<file path="src/rtl/fix_if.sv">
// Bundle of application, TOE and outbound-FIFO signals around the FIX session engine.
// Handshake: no backpressure anywhere; valid_i qualifies message_i in its cycle, and
// send_message_valid_o qualifies message_o in its cycle; the receiver must take every byte.
interface fix_if;
  logic       connect_i;
  logic [1:0] connect_to_host_i;
  logic       connected_i;
  logic [1:0] connected_host_addr_i;
  logic [7:0] message_i;
  logic       valid_i;
  logic       new_message_i;
  logic       connect_req_o;
  logic       disconnect_o;
  logic [1:0] connect_addr_o;
  logic [1:0] disconnect_host_num_o;
  logic       send_message_valid_o;
  logic [7:0] message_o;
  logic       message_received_o;

  modport master (
    output connect_i, connect_to_host_i, connected_i, connected_host_addr_i,
           message_i, valid_i, new_message_i,
    input  connect_req_o, disconnect_o, connect_addr_o, disconnect_host_num_o,
           send_message_valid_o, message_o, message_received_o
  );

  modport slave (
    input  connect_i, connect_to_host_i, connected_i, connected_host_addr_i,
           message_i, valid_i, new_message_i,
    output connect_req_o, disconnect_o, connect_addr_o, disconnect_host_num_o,
           send_message_valid_o, message_o, message_received_o
  );
endinterface

</file>
<file path="src/rtl/fix_top.sv">
// FIX session engine: connect/logon/heartbeat/logout sequencing, 22-byte outbound
// frame generator and a tag/value inbound parser that reports each completed message.
module fix_top #(
  parameter int HB_CYCLES    = 1000,
  parameter int CONN_TIMEOUT = 256
) (
  input  logic       clk,
  input  logic       rst,
  fix_if.slave       bus,
  output logic [2:0] state_dbg
);
  localparam logic [7:0] SOH  = 8'h01;
  localparam int         TMAX = (HB_CYCLES > CONN_TIMEOUT) ? HB_CYCLES : CONN_TIMEOUT;
  localparam int         TW   = $clog2(TMAX + 1);

  typedef enum logic [2:0] {
    S_IDLE, S_WAIT_CONN, S_SEND_LOGON, S_WAIT_LOGON, S_ACTIVE, S_SEND_LOGOUT, S_DISCONNECT
  } state_t;

  state_t        state;
  logic [TW-1:0] timer;
  logic          logout_req;
  logic          tx_busy;
  logic [4:0]    tx_idx;
  logic [7:0]    tx_type;
  logic [7:0]    tx_sum;
  logic          tx_last;
  logic          logout_now;
  logic [7:0]    tx_byte;

  logic       in_value, first_val;
  logic [7:0] tag_a, tag_b, cap_type, rx_type;
  logic [1:0] tag_len;
  logic       c_in_value, c_first;
  logic [7:0] c_tag_a, c_tag_b, c_type;
  logic [1:0] c_tag_len;
  logic       tag_is_35, tag_is_10;

  assign state_dbg = state;

  // Checksum digits are valid at idx 18: tx_sum holds bytes 0..14 from idx 15 on.
  function automatic logic [7:0] frame_byte(input logic [4:0] idx, input logic [7:0] t,
                                            input logic [7:0] sum);
    case (idx)
      5'd0:  frame_byte = "8";
      5'd1:  frame_byte = "=";
      5'd2:  frame_byte = "F";
      5'd3:  frame_byte = "I";
      5'd4:  frame_byte = "X";
      5'd5:  frame_byte = ".";
      5'd6:  frame_byte = "4";
      5'd7:  frame_byte = ".";
      5'd8:  frame_byte = "2";
      5'd10: frame_byte = "3";
      5'd11: frame_byte = "5";
      5'd12: frame_byte = "=";
      5'd13: frame_byte = t;
      5'd15: frame_byte = "1";
      5'd16: frame_byte = "0";
      5'd17: frame_byte = "=";
      5'd18: frame_byte = 8'h30 + (sum / 8'd100);
      5'd19: frame_byte = 8'h30 + ((sum / 8'd10) % 8'd10);
      5'd20: frame_byte = 8'h30 + (sum % 8'd10);
      default: frame_byte = SOH;
    endcase
  endfunction

  assign tx_byte    = frame_byte(tx_idx, tx_type, tx_sum);
  assign tx_last    = tx_busy && (tx_idx == 5'd21);
  assign logout_now = !bus.connect_i || logout_req ||
                      (bus.message_received_o && rx_type == "5");

  always_ff @(posedge clk or negedge rst) begin
    if (!rst) begin
      state                     <= S_IDLE;
      timer                     <= '0;
      logout_req                <= 1'b0;
      tx_busy                   <= 1'b0;
      tx_idx                    <= '0;
      tx_type                   <= '0;
      tx_sum                    <= '0;
      bus.connect_req_o         <= 1'b0;
      bus.disconnect_o          <= 1'b0;
      bus.connect_addr_o        <= '0;
      bus.disconnect_host_num_o <= '0;
      bus.send_message_valid_o  <= 1'b0;
      bus.message_o             <= '0;
    end else begin
      bus.connect_req_o <= 1'b0;
      bus.disconnect_o  <= 1'b0;
      // Frame generator runs to completion regardless of state changes.
      if (tx_busy) begin
        bus.send_message_valid_o <= 1'b1;
        bus.message_o            <= tx_byte;
        if (tx_idx <= 5'd14) tx_sum <= tx_sum + tx_byte;
        if (tx_last) tx_busy <= 1'b0;
        else         tx_idx  <= tx_idx + 5'd1;
      end else begin
        bus.send_message_valid_o <= 1'b0;
        bus.message_o            <= '0;
      end

      if (state != S_IDLE && state != S_WAIT_CONN && !bus.connected_i) begin
        state <= S_IDLE;
      end else begin
        case (state)
          S_IDLE: if (bus.connect_i && !tx_busy) begin
            bus.connect_addr_o <= bus.connect_to_host_i;
            bus.connect_req_o  <= 1'b1;
            timer              <= '0;
            state              <= S_WAIT_CONN;
          end
          S_WAIT_CONN: begin
            if (!bus.connect_i) state <= S_IDLE;
            else if (bus.connected_i && bus.connected_host_addr_i == bus.connect_addr_o) begin
              tx_busy <= 1'b1; tx_idx <= '0; tx_sum <= '0; tx_type <= "A";
              state   <= S_SEND_LOGON;
            end else if (timer == TW'(CONN_TIMEOUT - 1)) state <= S_IDLE;
            else timer <= timer + 1'b1;
          end
          S_SEND_LOGON: if (tx_last) begin
            timer <= '0;
            state <= S_WAIT_LOGON;
          end
          S_WAIT_LOGON: begin
            if (bus.message_received_o && rx_type == "A") begin
              timer      <= TW'(HB_CYCLES - 1);
              logout_req <= 1'b0;
              state      <= S_ACTIVE;
            end else if (!bus.connect_i || timer == TW'(CONN_TIMEOUT - 1)) begin
              tx_busy <= 1'b1; tx_idx <= '0; tx_sum <= '0; tx_type <= "5";
              state   <= S_SEND_LOGOUT;
            end else timer <= timer + 1'b1;
          end
          S_ACTIVE: begin
            if (bus.message_received_o && rx_type == "5") logout_req <= 1'b1;
            if (tx_busy) timer <= TW'(HB_CYCLES - 1);
            else if (logout_now) begin
              tx_busy <= 1'b1; tx_idx <= '0; tx_sum <= '0; tx_type <= "5";
              state   <= S_SEND_LOGOUT;
            end else if (timer == '0) begin
              tx_busy <= 1'b1; tx_idx <= '0; tx_sum <= '0; tx_type <= "0";
            end else timer <= timer - 1'b1;
          end
          S_SEND_LOGOUT: if (tx_last) state <= S_DISCONNECT;
          S_DISCONNECT: begin
            bus.disconnect_o          <= 1'b1;
            bus.disconnect_host_num_o <= bus.connect_addr_o;
            state                     <= S_IDLE;
          end
          default: state <= S_IDLE;
        endcase
      end
    end
  end

  // Parser view after an optional same-cycle clear by new_message_i.
  always_comb begin
    c_in_value = in_value;
    c_first    = first_val;
    c_tag_a    = tag_a;
    c_tag_b    = tag_b;
    c_tag_len  = tag_len;
    c_type     = cap_type;
    if (bus.new_message_i) begin
      c_in_value = 1'b0;
      c_first    = 1'b0;
      c_tag_a    = '0;
      c_tag_b    = '0;
      c_tag_len  = '0;
      c_type     = '0;
    end
  end

  assign tag_is_35 = (c_tag_len == 2'd2) && (c_tag_a == "3") && (c_tag_b == "5");
  assign tag_is_10 = (c_tag_len == 2'd2) && (c_tag_a == "1") && (c_tag_b == "0");

  always_ff @(posedge clk or negedge rst) begin
    if (!rst) begin
      in_value               <= 1'b0;
      first_val              <= 1'b0;
      tag_a                  <= '0;
      tag_b                  <= '0;
      tag_len                <= '0;
      cap_type               <= '0;
      rx_type                <= '0;
      bus.message_received_o <= 1'b0;
    end else begin
      bus.message_received_o <= 1'b0;
      in_value  <= c_in_value;
      first_val <= c_first;
      tag_a     <= c_tag_a;
      tag_b     <= c_tag_b;
      tag_len   <= c_tag_len;
      cap_type  <= c_type;
      if (bus.valid_i) begin
        if (!c_in_value) begin
          if (bus.message_i == "=") begin
            in_value  <= 1'b1;
            first_val <= 1'b1;
          end else if (bus.message_i == SOH) begin
            tag_len <= '0;
          end else begin
            tag_a   <= c_tag_b;
            tag_b   <= bus.message_i;
            tag_len <= (c_tag_len == 2'd3) ? 2'd3 : c_tag_len + 2'd1;
          end
        end else if (bus.message_i == SOH) begin
          in_value  <= 1'b0;
          first_val <= 1'b0;
          tag_len   <= '0;
          if (tag_is_10) begin
            bus.message_received_o <= 1'b1;
            rx_type                <= c_type;
            cap_type               <= '0;
          end
        end else begin
          first_val <= 1'b0;
          if (c_first && tag_is_35) cap_type <= bus.message_i;
        end
      end
    end
  end
endmodule

</file>
<file path="src/flat_wrapper.sv">
// flat-port wrapper written by rule: the top's interface ports become plain ports
module fix_top_flat 
#(
  parameter int HB_CYCLES    = 1000,
  parameter int CONN_TIMEOUT = 256
)
  (clk, rst, state_dbg, bus_connect_i, bus_connect_to_host_i, bus_connected_i, bus_connected_host_addr_i, bus_message_i, bus_valid_i, bus_new_message_i, bus_connect_req_o, bus_disconnect_o, bus_connect_addr_o, bus_disconnect_host_num_o, bus_send_message_valid_o, bus_message_o, bus_message_received_o);
  fix_if bus_i ();
  input  logic clk;
  input  logic rst;
  output logic [2:0] state_dbg;
  input wire logic [$bits(bus_i.connect_i)-1:0] bus_connect_i;
  input wire logic [$bits(bus_i.connect_to_host_i)-1:0] bus_connect_to_host_i;
  input wire logic [$bits(bus_i.connected_i)-1:0] bus_connected_i;
  input wire logic [$bits(bus_i.connected_host_addr_i)-1:0] bus_connected_host_addr_i;
  input wire logic [$bits(bus_i.message_i)-1:0] bus_message_i;
  input wire logic [$bits(bus_i.valid_i)-1:0] bus_valid_i;
  input wire logic [$bits(bus_i.new_message_i)-1:0] bus_new_message_i;
  output wire logic [$bits(bus_i.connect_req_o)-1:0] bus_connect_req_o;
  output wire logic [$bits(bus_i.disconnect_o)-1:0] bus_disconnect_o;
  output wire logic [$bits(bus_i.connect_addr_o)-1:0] bus_connect_addr_o;
  output wire logic [$bits(bus_i.disconnect_host_num_o)-1:0] bus_disconnect_host_num_o;
  output wire logic [$bits(bus_i.send_message_valid_o)-1:0] bus_send_message_valid_o;
  output wire logic [$bits(bus_i.message_o)-1:0] bus_message_o;
  output wire logic [$bits(bus_i.message_received_o)-1:0] bus_message_received_o;
  assign bus_i.connect_i = bus_connect_i;
  assign bus_i.connect_to_host_i = bus_connect_to_host_i;
  assign bus_i.connected_i = bus_connected_i;
  assign bus_i.connected_host_addr_i = bus_connected_host_addr_i;
  assign bus_i.message_i = bus_message_i;
  assign bus_i.valid_i = bus_valid_i;
  assign bus_i.new_message_i = bus_new_message_i;
  assign bus_connect_req_o = bus_i.connect_req_o;
  assign bus_disconnect_o = bus_i.disconnect_o;
  assign bus_connect_addr_o = bus_i.connect_addr_o;
  assign bus_disconnect_host_num_o = bus_i.disconnect_host_num_o;
  assign bus_send_message_valid_o = bus_i.send_message_valid_o;
  assign bus_message_o = bus_i.message_o;
  assign bus_message_received_o = bus_i.message_received_o;
  fix_top #(.HB_CYCLES(HB_CYCLES), .CONN_TIMEOUT(CONN_TIMEOUT)) u_core (.clk(clk), .rst(rst), .bus(bus_i), .state_dbg(state_dbg));
endmodule
</file>
<file path="config.mk">
export PLATFORM = sky130hd
export DESIGN_NAME = fix_top_flat
export DESIGN_NICKNAME = d
export VERILOG_FILES = /design/src/rtl/fix_if.sv /design/src/rtl/fix_top.sv /design/src/flat_wrapper.sv
export SDC_FILE = /design/constraint.sdc
export NUM_CORES = 1
export LEC_CHECK = 0
export ABC_CLOCK_PERIOD_IN_PS = 4000
export BUFFER_PORTS_ARGS = -buffer_cell sky130_fd_sc_hd__buf_2
export CAP_MARGIN = 20
export CORE_UTILIZATION = 50
export CTS_CLUSTER_DIAMETER = 200
export DETAILED_ROUTE_END_ITERATION = 8
export GPL_TIMING_DRIVEN = 0
export MAX_ROUTING_LAYER = met4
export PLACE_DENSITY_LB_ADDON = 0.08
export SLEW_MARGIN = 10
export SYNTH_ARGS = -nofsm -noshare
export SYNTH_HDL_FRONTEND = slang
export SYNTH_SLANG_ARGS = --single-unit
</file>
<file path="constraint.sdc">
create_clock -name clk -period 4 [get_ports clk]
set_input_delay 0.4 -clock clk [delete_from_list [all_inputs] [get_ports clk]]
set_output_delay 0.4 -clock clk [all_outputs]
set_load 0.01 [all_outputs]
</file>
==> run summary, run 1 <==
switching part of the total - 46.6%
first-pass GRT wire length - 27,600 um
starting density of the core - 52.1%
Combinational Power Share - 67.0%
setup ws final - -535 ps
Clock power frac - 13.6%
grt ovf - 0
largest net degree at the start of global routing - 62
Iter 0 DRT Violations - 494
# rows - 39
outcome - complete, but fails checks
die height - 112 um
post-layout util - 62.7%
Critical Path RT - 4270 ps
clk root buf - clkbuf_16
Yosys cell types - 85
Setup Total Neg Slack - -1640 ps
top_reg_cell synth - dfrtp_1
area of the die - 12,500 um^2
f_max - 0.220 GHz
#FFs+latches synth - 84
Layout Skew - 6.89 ps
core area - 11,600 um^2
Crit. End Element - flop
CTS max path bufs - 2
vias per cell - 6.15
Final Net Count - 827
CTS buffer count - 9
Residual DRC - 2
CP startpoint kind - flop
Synth area leaders - dfrtp_1, a21oi_1, nor2_1
RSZ-0062 raised after global routing - true
post-synth net total - 754
cell taking the most area after synthesis - dfrtp_1
Clock Pin Slew Worst Setup and Hold Paths - 60 ps
routability cong. - 0.920
Hold WC Path Type - input port to flop
critical path arrival - 4810 ps
clk_lat worst skew - 350 ps
# clock sinks - 84
drt wl/cell - 17.6 um
final worst path period share - 113%
die width - 112 um
number of port buffers - 36
ant diodes - 0
proportion of layout cells with a drive suffix above 1 - 20.8%
Mean Syn Cell Area - 8.42 um^2
post-route ant nets - 0
Flop pwr share - 19.4%
post-synthesis instance area - 6030 um^2
PwrDens - 857 nW/um^2
CTS tree - yes
Synth async-reset ratio - 100%
Post-synth EDFFs - 0
total track usage - 28.4%
Leak Pwr - 3.16 nW
NetSw - 2.89 mW
Setup Crit Path Kind - flop to flop
Max Slew Vio Count - 0
final wirelength - 16,500 um
number of global-route vias before repair - 5,602
synth-to-layout area growth - 20.3%
final hold vios - 0
IO Pins - 37
H-Tree Level Count - 3
slew margin rel. - 35.2%
initial antenna violation count - 0
max-cap violations - 0
peak supply drop - 0.408 mV
violated checks - DRC, setup timing
vias after detailed routing - 5,759
post-synthesis sequential area ratio - 34.9%
synth warn - 0
Min Clock Period, post-route - 4540 ps
Worst Path Max Fanout - 8
Setup Viol. Count Final - 5
Post-Syn Instances - 716
Slew @ Worst Pin - 959 ps
Internal Power - 3.32 mW
top-area cell type share of the netlist area - 34.9%
drt first pass iters - 7
dpl hpwl - 11,700 um
[Yosys cell counts, types with 8 or more instances]
master	number
xor2_1	11
nand2b_1	11
a31oi_1	14
nand4_1	10
nand3_1	19
o21ai_0	43
and3_1	8
ha_1	19
buf_2	11
xnor2_1	10
mux2i_1	15
a21oi_1	59
nor3_1	15
nor2_1	70
a22o_1	16
dfrtp_1	84
clkbuf_1	33
mux2_2	9
nor4_1	11
a21o_1	9
inv_1	25
a211oi_1	9
nand2_1	56
nor2b_1	15
[cell families after synthesis]
group	synth area share, %
compound gates	25.4
flops	34.9
simple gates	22.6
fa+ha+maj	4.44
mux	4.42
buf+inv	5.17
xor+xnor	3.05
[area by class of cell]
type                            instances  area [um^2]
Sequential cell                        84         2110
Timing Repair Buffer                   63          433
Inverter                               28          113
Tap cell                              143          179
Clock inverter                          5         61.3
Clock buffer                           11          243
Multi-Input combinational cell        556         3880
Fill cell                            1027         4310
Buffer                                 47          234
[layout by cell type (no fill, tap or decap), drive strengths merged, types with 5 or more instances in the layout]
cell and instances:
dfrtp 84, buf 74, nor2 70, a21oi 59
nand2 56, o21ai 50, clkbuf 46, inv 28
nand3 19, ha 19, a22o 16, nor3 16
nor2b 15, mux2i 15, a31oi 14, nor4 13
nand2b 11, xor2 11, nand4 10, xnor2 10
a21o 10, mux2 10, a211oi 10, and3 8
and2 8, or3 8, o21a 7, o21bai 7
o211ai 6, or2 6, o221ai 5
[worst max-delay path, stage by stage (launching register included)]
cell,delay (ps)
dfrtp_1,400
buf_6,140
or4b_4,530
a32o_2,290
or3_4,430
nor4_2,150
o21a_1,230
buf_6,130
buf_6,80
o211ai_1,80
mux2_4,300
a2111oi_4,390
a211oi_2,90
ha_1,300
inv_2,50
o21bai_1,140
a21oi_1,90
o41a_1,130
or3_1,350
a21oi_2,150
[layer usage]
metal  global-route usage, %  wire length [um]  vias to the layer above
met5                       -                 0                        -
met4                    13.1               350                        0
met3                    3.10               737                       26
met2                    45.2              7950                      178
met1                    36.4              7420                     2780
li1                        -                 -                     2775
[state kept, by name (all words and copies together), names as in the netlist, 2 cells and up]
signal / cells
u_core.bus.connect_addr_o: 2
u_core.bus.disconnect_host_num_o: 2
u_core.bus.message_o: 8
u_core.cap_type: 8
u_core.rx_type: 8
u_core.state_dbg: 3
u_core.tag_a: 8
u_core.tag_b: 8
u_core.tag_len: 2
u_core.timer: 10
u_core.tx_idx: 5
u_core.tx_sum: 8
u_core.tx_type: 4
[power by group through the flow]
stage | clock network, mW | logic [mW] | registers (mW)
floorplan | 0 | 2.62 | 1.20
global placement | 0 | 3.31 | 1.22
detailed placement | 0 | 3.37 | 1.22
CTS | 0.864 | 3.92 | 1.20
global route | 0.905 | 4.57 | 1.23
finish | 0.846 | 4.16 | 1.21
[final timing paths]
path                       slack [ps]  depth (start not counted)                                   endpoint                       start
setup / recovery                 -540                         19                 u_core.tx_sum[7]$_DFF_PN0_  u_core.tx_sum[7]$_DFF_PN0_
hold / removal                    250                          3   u_core.bus.connect_addr_o[1]$_DFFE_PN0P_    bus_connect_to_host_i[1]
setup reg to reg                 -540                         19                 u_core.tx_sum[7]$_DFF_PN0_  u_core.tx_sum[7]$_DFF_PN0_
hold reg to reg                   430                          0  u_core.bus.send_message_valid_o$_DFF_PN0_    u_core.tx_busy$_DFF_PN0_
max in group asynchronous        2890                          3                 u_core.tx_idx[0]$_DFF_PN0_                         rst
min in group asynchronous         510                          2                  u_core.tag_b[3]$_DFF_PN0_                         rst
[per-stage QoR]
stage / hold WS [ps] / worst slack, ps / area, um^2 / power (mW) / std cells
3_3_place_gp: 418 / -971 / 6450 / 4.53 / 895
2_1_floorplan: 104 / -181 / 6090 / 3.81 / 716
4_1_cts: 244 / -534 / 7130 / 5.99 / 931
5_1_grt: 275 / -702 / 7250 / 6.70 / 937
3_5_place_dp: 335 / -1020 / 6480 / 4.59 / 896
6_report: 255 / -535 / 7250 / 6.21 / 937
[what timing repair did]
item                       CTS  global route
buffers inserted            19             5
hold endpoints to repair    23             0
cloned                       0             0
hold buffers                 1             0
pin swaps                   21             6
setup endpoints to repair    7             7
gates resized for setup     41            14
Power figures use the tool's default switching activity.
==> inputs of run 2 (changes only) <==
Settings changed: GPL_TIMING_DRIVEN 0 to unset.
==> run summary, run 2 (synthesis gave the netlist of run 1 again) <==
outcome - complete, but fails checks
violated checks - DRC, setup timing
final instance area - 7610 um^2
clk root buf - clkbuf_16
PwrDens - 892 nW/um^2
max-cap violations - 0
placed inst area - 6890 um^2
setup ws final - -327 ps
Setup Crit Path Kind - flop to flop
IO Pins - 37
first-pass GRT wire length - 27,200 um
vias after detailed routing - 5,834
Clock power frac - 12.9%
crit-path most repeated cell - buf_4
cell family contributing the most delay on the critical path - simple AND/OR/NAND/NOR gates
die height - 112 um
Residual DRC - 2
grt ovf - 0
Final Net Count - 853
clk_lat worst skew - 340 ps
CTS max path bufs - 2
post-route ant nets - 0
Clock Pin Slew Worst Setup and Hold Paths - 70 ps
starting density of the core - 52.1%
Reg with most FFs - u_core.timer
Final Power - 6.79 mW
number of global-route vias before repair - 5,430
drt wl/cell - 17.3 um
Worst Path Max Fanout - 14
synth-to-layout area growth - 26.2%
commonest non-fill, non-tap cell in the layout - buf_4
Slew @ Worst Pin - 832 ps
ant diodes - 0
routability cong. - 0.931
CP startpoint kind - flop
Iter 0 DRT Violations - 374
proportion of layout cells with a drive suffix above 1 - 28.9%
Internal Power - 3.78 mW
area of the die - 12,500 um^2
# rows - 39
Combinational Power Share - 67.5%
f_max - 0.231 GHz
final hold vios - 0
vias per cell - 6.06
crit-path cells - buf_4, buf_4, and2_1, a32o_2, or3_4, nor4_4, o21ai_2, and2_4, buf_6, mux2_4, a2111oi_4, a211oi_2, ha_1, inv_2, o21bai_1, a21oi_1, o41a_1, or3_1, a21oi_2
Hold WC Path Type - input port to flop
dpl ws - -375 ps
most frequent cells in the layout - buf_4, dfrtp_1, nor2_1
Flop pwr share - 19.6%
largest net degree at the start of global routing - 85
Max Slew Vio Count - 0
die width - 112 um
Critical Path RT - 4270 ps
H-Tree Level Count - 3
CTS tree - yes
NetSw - 3.01 mW
Layout Skew - 7.49 ps
dpl hpwl - 11,700 um
max FFs per register - 10
switching part of the total - 44.3%
final worst path period share - 108%
initial antenna violation count - 0
number of port buffers - 36
highest cell delay on the worst timing path - 450 ps
Crit-path slowest cell - dfrtp_2
critical path arrival - 4600 ps
RSZ-0062 raised after global routing - true
drt first pass iters - 8
Setup Viol. Count Final - 3
Min Clock Period, post-route - 4330 ps
core area - 11,600 um^2
Crit. End Element - flop
Leak Pwr - 3.42 nW
slew margin rel. - 43.6%
peak supply drop - 0.403 mV
total track usage - 27.9%
CTS buffer count - 9
final wirelength - 16,700 um
# clock sinks - 84
worst path buffer plus inverter count - 4
==> run 2: cell count changes in the layout (fill, tap and decap cells not counted), sizes merged <==
cell / change
clkinv: -2
inv: +3
clkbuf: -35
buf: +60
==> run 2: worst paths after layout <==
check                                                           startpoint                                               to  slack [ps]  depth (start not counted)
max                                             u_core.tx_sum[4]$_DFF_PN0_                       u_core.tx_sum[7]$_DFF_PN0_        -330                         19
min reg2reg                u_core.bus.disconnect_host_num_o[1]$_DFFE_PN0P_  u_core.bus.disconnect_host_num_o[1]$_DFFE_PN0P_         490                          2
min                                               bus_connect_to_host_i[0]         u_core.bus.connect_addr_o[0]$_DFFE_PN0P_         250                          3
min in group asynchronous                                              rst                        u_core.tag_a[4]$_DFF_PN0_         490                          2
max reg2reg                                     u_core.tx_sum[4]$_DFF_PN0_                       u_core.tx_sum[7]$_DFF_PN0_        -330                         19
max in group asynchronous                                              rst                       u_core.tx_sum[4]$_DFF_PN0_        2880                          3
==> run 2: area by class of cell <==
type,instances,area [um^2]
clock inverters,6,76.3
fillers,934,3960
well taps,143,179
clock buffers,10,239
multi-input cells,556,3920
flip-flops and latches,84,2110
inverters,28,106
repair buffers,136,980
==> run 2: timing repair <==
action | in CTS | in global routing
pin swaps | 9 | 15
hold buffers | 0 | 1
resized for setup | 15 | 47
cloned | 0 | 0
setup buffers | 4 | 7
endpoints found under the hold margin | 0 | 17
setup endpoints to repair | 3 | 6
==> run 2: power groups by stage <==
stage	Clock [mW]	Combinational, mW	Sequential, mW
after floorplan	0	2.62	1.20
after CTS	0.898	4.09	1.32
after detailed placement	0	3.95	1.33
after global placement	0	3.90	1.33
final	0.876	4.59	1.33
after global routing	0.933	5.00	1.36
==> run 2: metal layers <==
| layer | share of wire, % | GRT usage, % | vias to the layer above |
|---|---|---|---|
| met5 | 0 | - | - |
| met2 | 48 | 43.8 | 182 |
| met4 | 1.9 | 9.55 | 0 |
| met1 | 45 | 37.2 | 2796 |
| li1 | - | - | 2827 |
| met3 | 4.8 | 3.65 | 29 |
==> run 2: worst reg2reg max path: cells and delay by family (launching register included) <==
kind | cells | cell delay [ps]
DFF | 1 | 450
buffers and inverters | 4 | 510
AOI/OAI and AO/OA | 8 | 1330
adders and majority gates | 1 | 310
and+or+nand+nor | 5 | 1320
muxes | 1 | 320
==> run 2: metrics by stage <==
| stage | util, % | setup TNS (ps) | instances | hold WS (ps) |
|---|---|---|---|---|
| final | 65.8 | -645 | 963 | 254 |
| after detailed placement | 59.5 | -790 | 933 | 461 |
| after floorplan | - | -212 | 716 | 104 |
| after CTS | 63.0 | -412 | 953 | 241 |
| after global placement | 59.5 | -508 | 933 | 462 |
| after global routing | 65.8 | -1340 | 963 | 256 |
==> inputs of run 3 (changes only) <==
Settings changed: ABC_AREA set to 1, ABC_CLOCK_PERIOD_IN_PS 4000 to 5200, TNS_END_PERCENT set to 10.
Clock period 4 ns to 5.2 ns, I/O delays scaled along.
==> run summary, run 3 <==
post-synthesis sequential area ratio - 36.1%
CTS Hold Buffers Added - 0
Clock Pin Slew Worst Setup and Hold Paths - 60 ps
synth-to-layout area growth - 11.0%
Slew @ Worst Pin - 903 ps
Post-Syn Instances - 826
Hold WC Path Type - input port to async pin
top-area cell type share of the netlist area - 36.1%
most common cell in the netlist - nand2_1
post-synth net total - 864
Synth area leaders - dfrtp_1, nand2_1, inv_1
Min Clock Period, post-route - 4600 ps
setup ws final - 598 ps
CTS buffer count - 9
Post-synth top cells - nand2_1, inv_1, dfrtp_1
Setup Total Neg Slack - 0 ps
f_max - 0.217 GHz
clk_lat worst skew - 340 ps
initial antenna violation count - 0
slew margin rel. - 39.4%
drt wl/cell - 14.0 um
total track usage - 25.9%
Reg with most FFs - u_core.timer
Mean Syn Cell Area - 7.05 um^2
area of the die - 12,100 um^2
# clock sinks - 84
Crit. End Element - flop
critical path arrival - 4830 ps
vias after detailed routing - 5,493
number of global-route vias before repair - 5,182
Post-synth EDFFs - 0
RSZ-0062 raised after global routing - false
final hold vios - 0
routability cong. - 0.962
proportion of layout cells with a drive suffix above 1 - 12.2%
violated checks - DRC
Yosys cell types - 53
Residual DRC - 2
largest net degree at the start of global routing - 85
Layout Skew - 5.54 ps
top_reg_cell synth - dfrtp_1
Setup Crit Path Kind - flop to flop
Critical Path RT - 5430 ps
highest cell delay on the worst timing path - 500 ps
hold slack - 112 ps
Worst Path Max Fanout - 8
met3 WL - 782 um
most frequent cells in the layout - nand2_1, inv_1, dfrtp_1
CTS max path bufs - 2
max-cap violations - 0
ant diodes - 0
PwrDens - 730 nW/um^2
peak supply drop - 0.710 mV
final worst path period share - 88.5%
# rows - 39
IO Pins - 37
drt first pass iters - 7
total routed wire length on the met1 layer - 6710 um
starting density of the core - 51.2%
final wirelength - 14,200 um
grt ovf - 0
met2 wire length - 6440 um
outcome - complete, but fails checks
Crit-path slowest cell - dfrtp_1
number of port buffers - 36
core area - 11,400 um^2
die width - 110 um
Setup Viol. Count Final - 0
postcts setup bufs - 0
dpl ws - 670 ps
post-synthesis instance area - 5820 um^2
Leak Pwr - 3.30 nW
vias per cell - 5.42
clk root buf - clkbuf_16
#FFs+latches synth - 84
Iter 0 DRT Violations - 359
die height - 110 um
cell taking the most area after synthesis - dfrtp_1
post-route ant nets - 0
CTS tree - yes
commonest non-fill, non-tap cell in the layout - nand2_1
Max Slew Vio Count - 0
H-Tree Level Count - 3
first-pass GRT wire length - 23,700 um
dpl hpwl - 10,700 um
max FFs per register - 10
synth warn - 0
max layer used - met4
Synth async-reset ratio - 100%
Final Net Count - 903
CP startpoint kind - flop
# resized after CTS - 0
[run 3: changes by cell type after synthesis, moves of 13 or more]
| cell | previous run | this run |
|---|---|---|
| nor3_1 | 15 | 38 |
| mux2i_1 | 15 | 1 |
| a31oi_1 | 14 | 1 |
| clkbuf_1 | 33 | 7 |
| nand2_2 | 0 | 19 |
| a21oi_1 | 59 | 38 |
| o21ai_0 | 43 | 71 |
| a22o_1 | 16 | 0 |
| nand3_1 | 19 | 57 |
| nand2_1 | 56 | 162 |
| inv_1 | 25 | 137 |
| nor2b_1 | 15 | 0 |
[run 3: final timing paths]
check                                                            end  slack [ps]  cells past startpoint                          start
max                                       u_core.tx_sum[7]$_DFF_PN0_         600                     38     u_core.tx_sum[7]$_DFF_PN0_
min                        u_core.bus.send_message_valid_o$_DFF_PN0_         110                      1                            rst
max reg2reg                               u_core.tx_sum[7]$_DFF_PN0_         600                     38     u_core.tx_sum[7]$_DFF_PN0_
min reg2reg                            u_core.logout_req$_DFFE_PN0P_         490                      2  u_core.logout_req$_DFFE_PN0P_
max in group asynchronous               u_core.cap_type[5]$_DFF_PN0_        4480                      2                            rst
min in group clk            u_core.bus.connect_addr_o[1]$_DFFE_PN0P_         390                      3       bus_connect_to_host_i[1]
[run 3: cells by family after synthesis]
group,after synthesis,share of synthesized area (%)
XOR/XNOR,17,2.56
AND/OR/NAND/NOR,386,30.3
multiplexers,1,0.172
adder cells (fa/ha/maj),20,4.43
AO/OA/AOI/OAI,155,15.7
buffers and inverters,163,10.8
flip-flops,84,36.1
[run 3: layout make-up]
class | instances | area (um^2)
Multi-Input combinational cell | 579 | 3090
Tap cell | 143 | 179
Fill cell | 1097 | 4910
Sequential cell | 84 | 2100
Clock inverter | 5 | 61.3
Timing Repair Buffer | 40 | 230
Inverter | 151 | 567
Clock buffer | 11 | 233
[run 3: per-layer routing]
| layer | global-route usage (%) | vias up |
|---|---|---|
| li1 | - | 2777 |
| met1 | 34.2 | 2549 |
| met2 | 39.9 | 145 |
| met3 | 4.62 | 22 |
| met4 | 9.14 | 0 |
| met5 | - | - |
[run 3: where the power goes]
part / internal [mW] / total [mW] / switching (mW)
sequential: 0.823 / 0.991 / 0.168
combinational: 1.04 / 3.09 / 2.04
clock: 0.374 / 0.637 / 0.263
[run 3: critical path, delay by kind of cell (launching register included)]
kind	cells	cell delay, ps
buffers and inverters	4	220
DFF	1	500
adders and majority gates	1	330
AOI/OAI and AO/OA	7	1200
and+or+nand+nor	26	2240
[run 3: per-stage QoR]
stage	power, mW	cell area (um^2)	cells	utilization (%)
after floorplan	3.41	5820	826	-
after global placement	3.97	6140	995	54.0
after detailed placement	4.05	6140	996	54.0
after CTS	4.71	6430	1012	56.6
after global routing	5.22	6460	1013	56.8
final	4.72	6460	1013	56.8
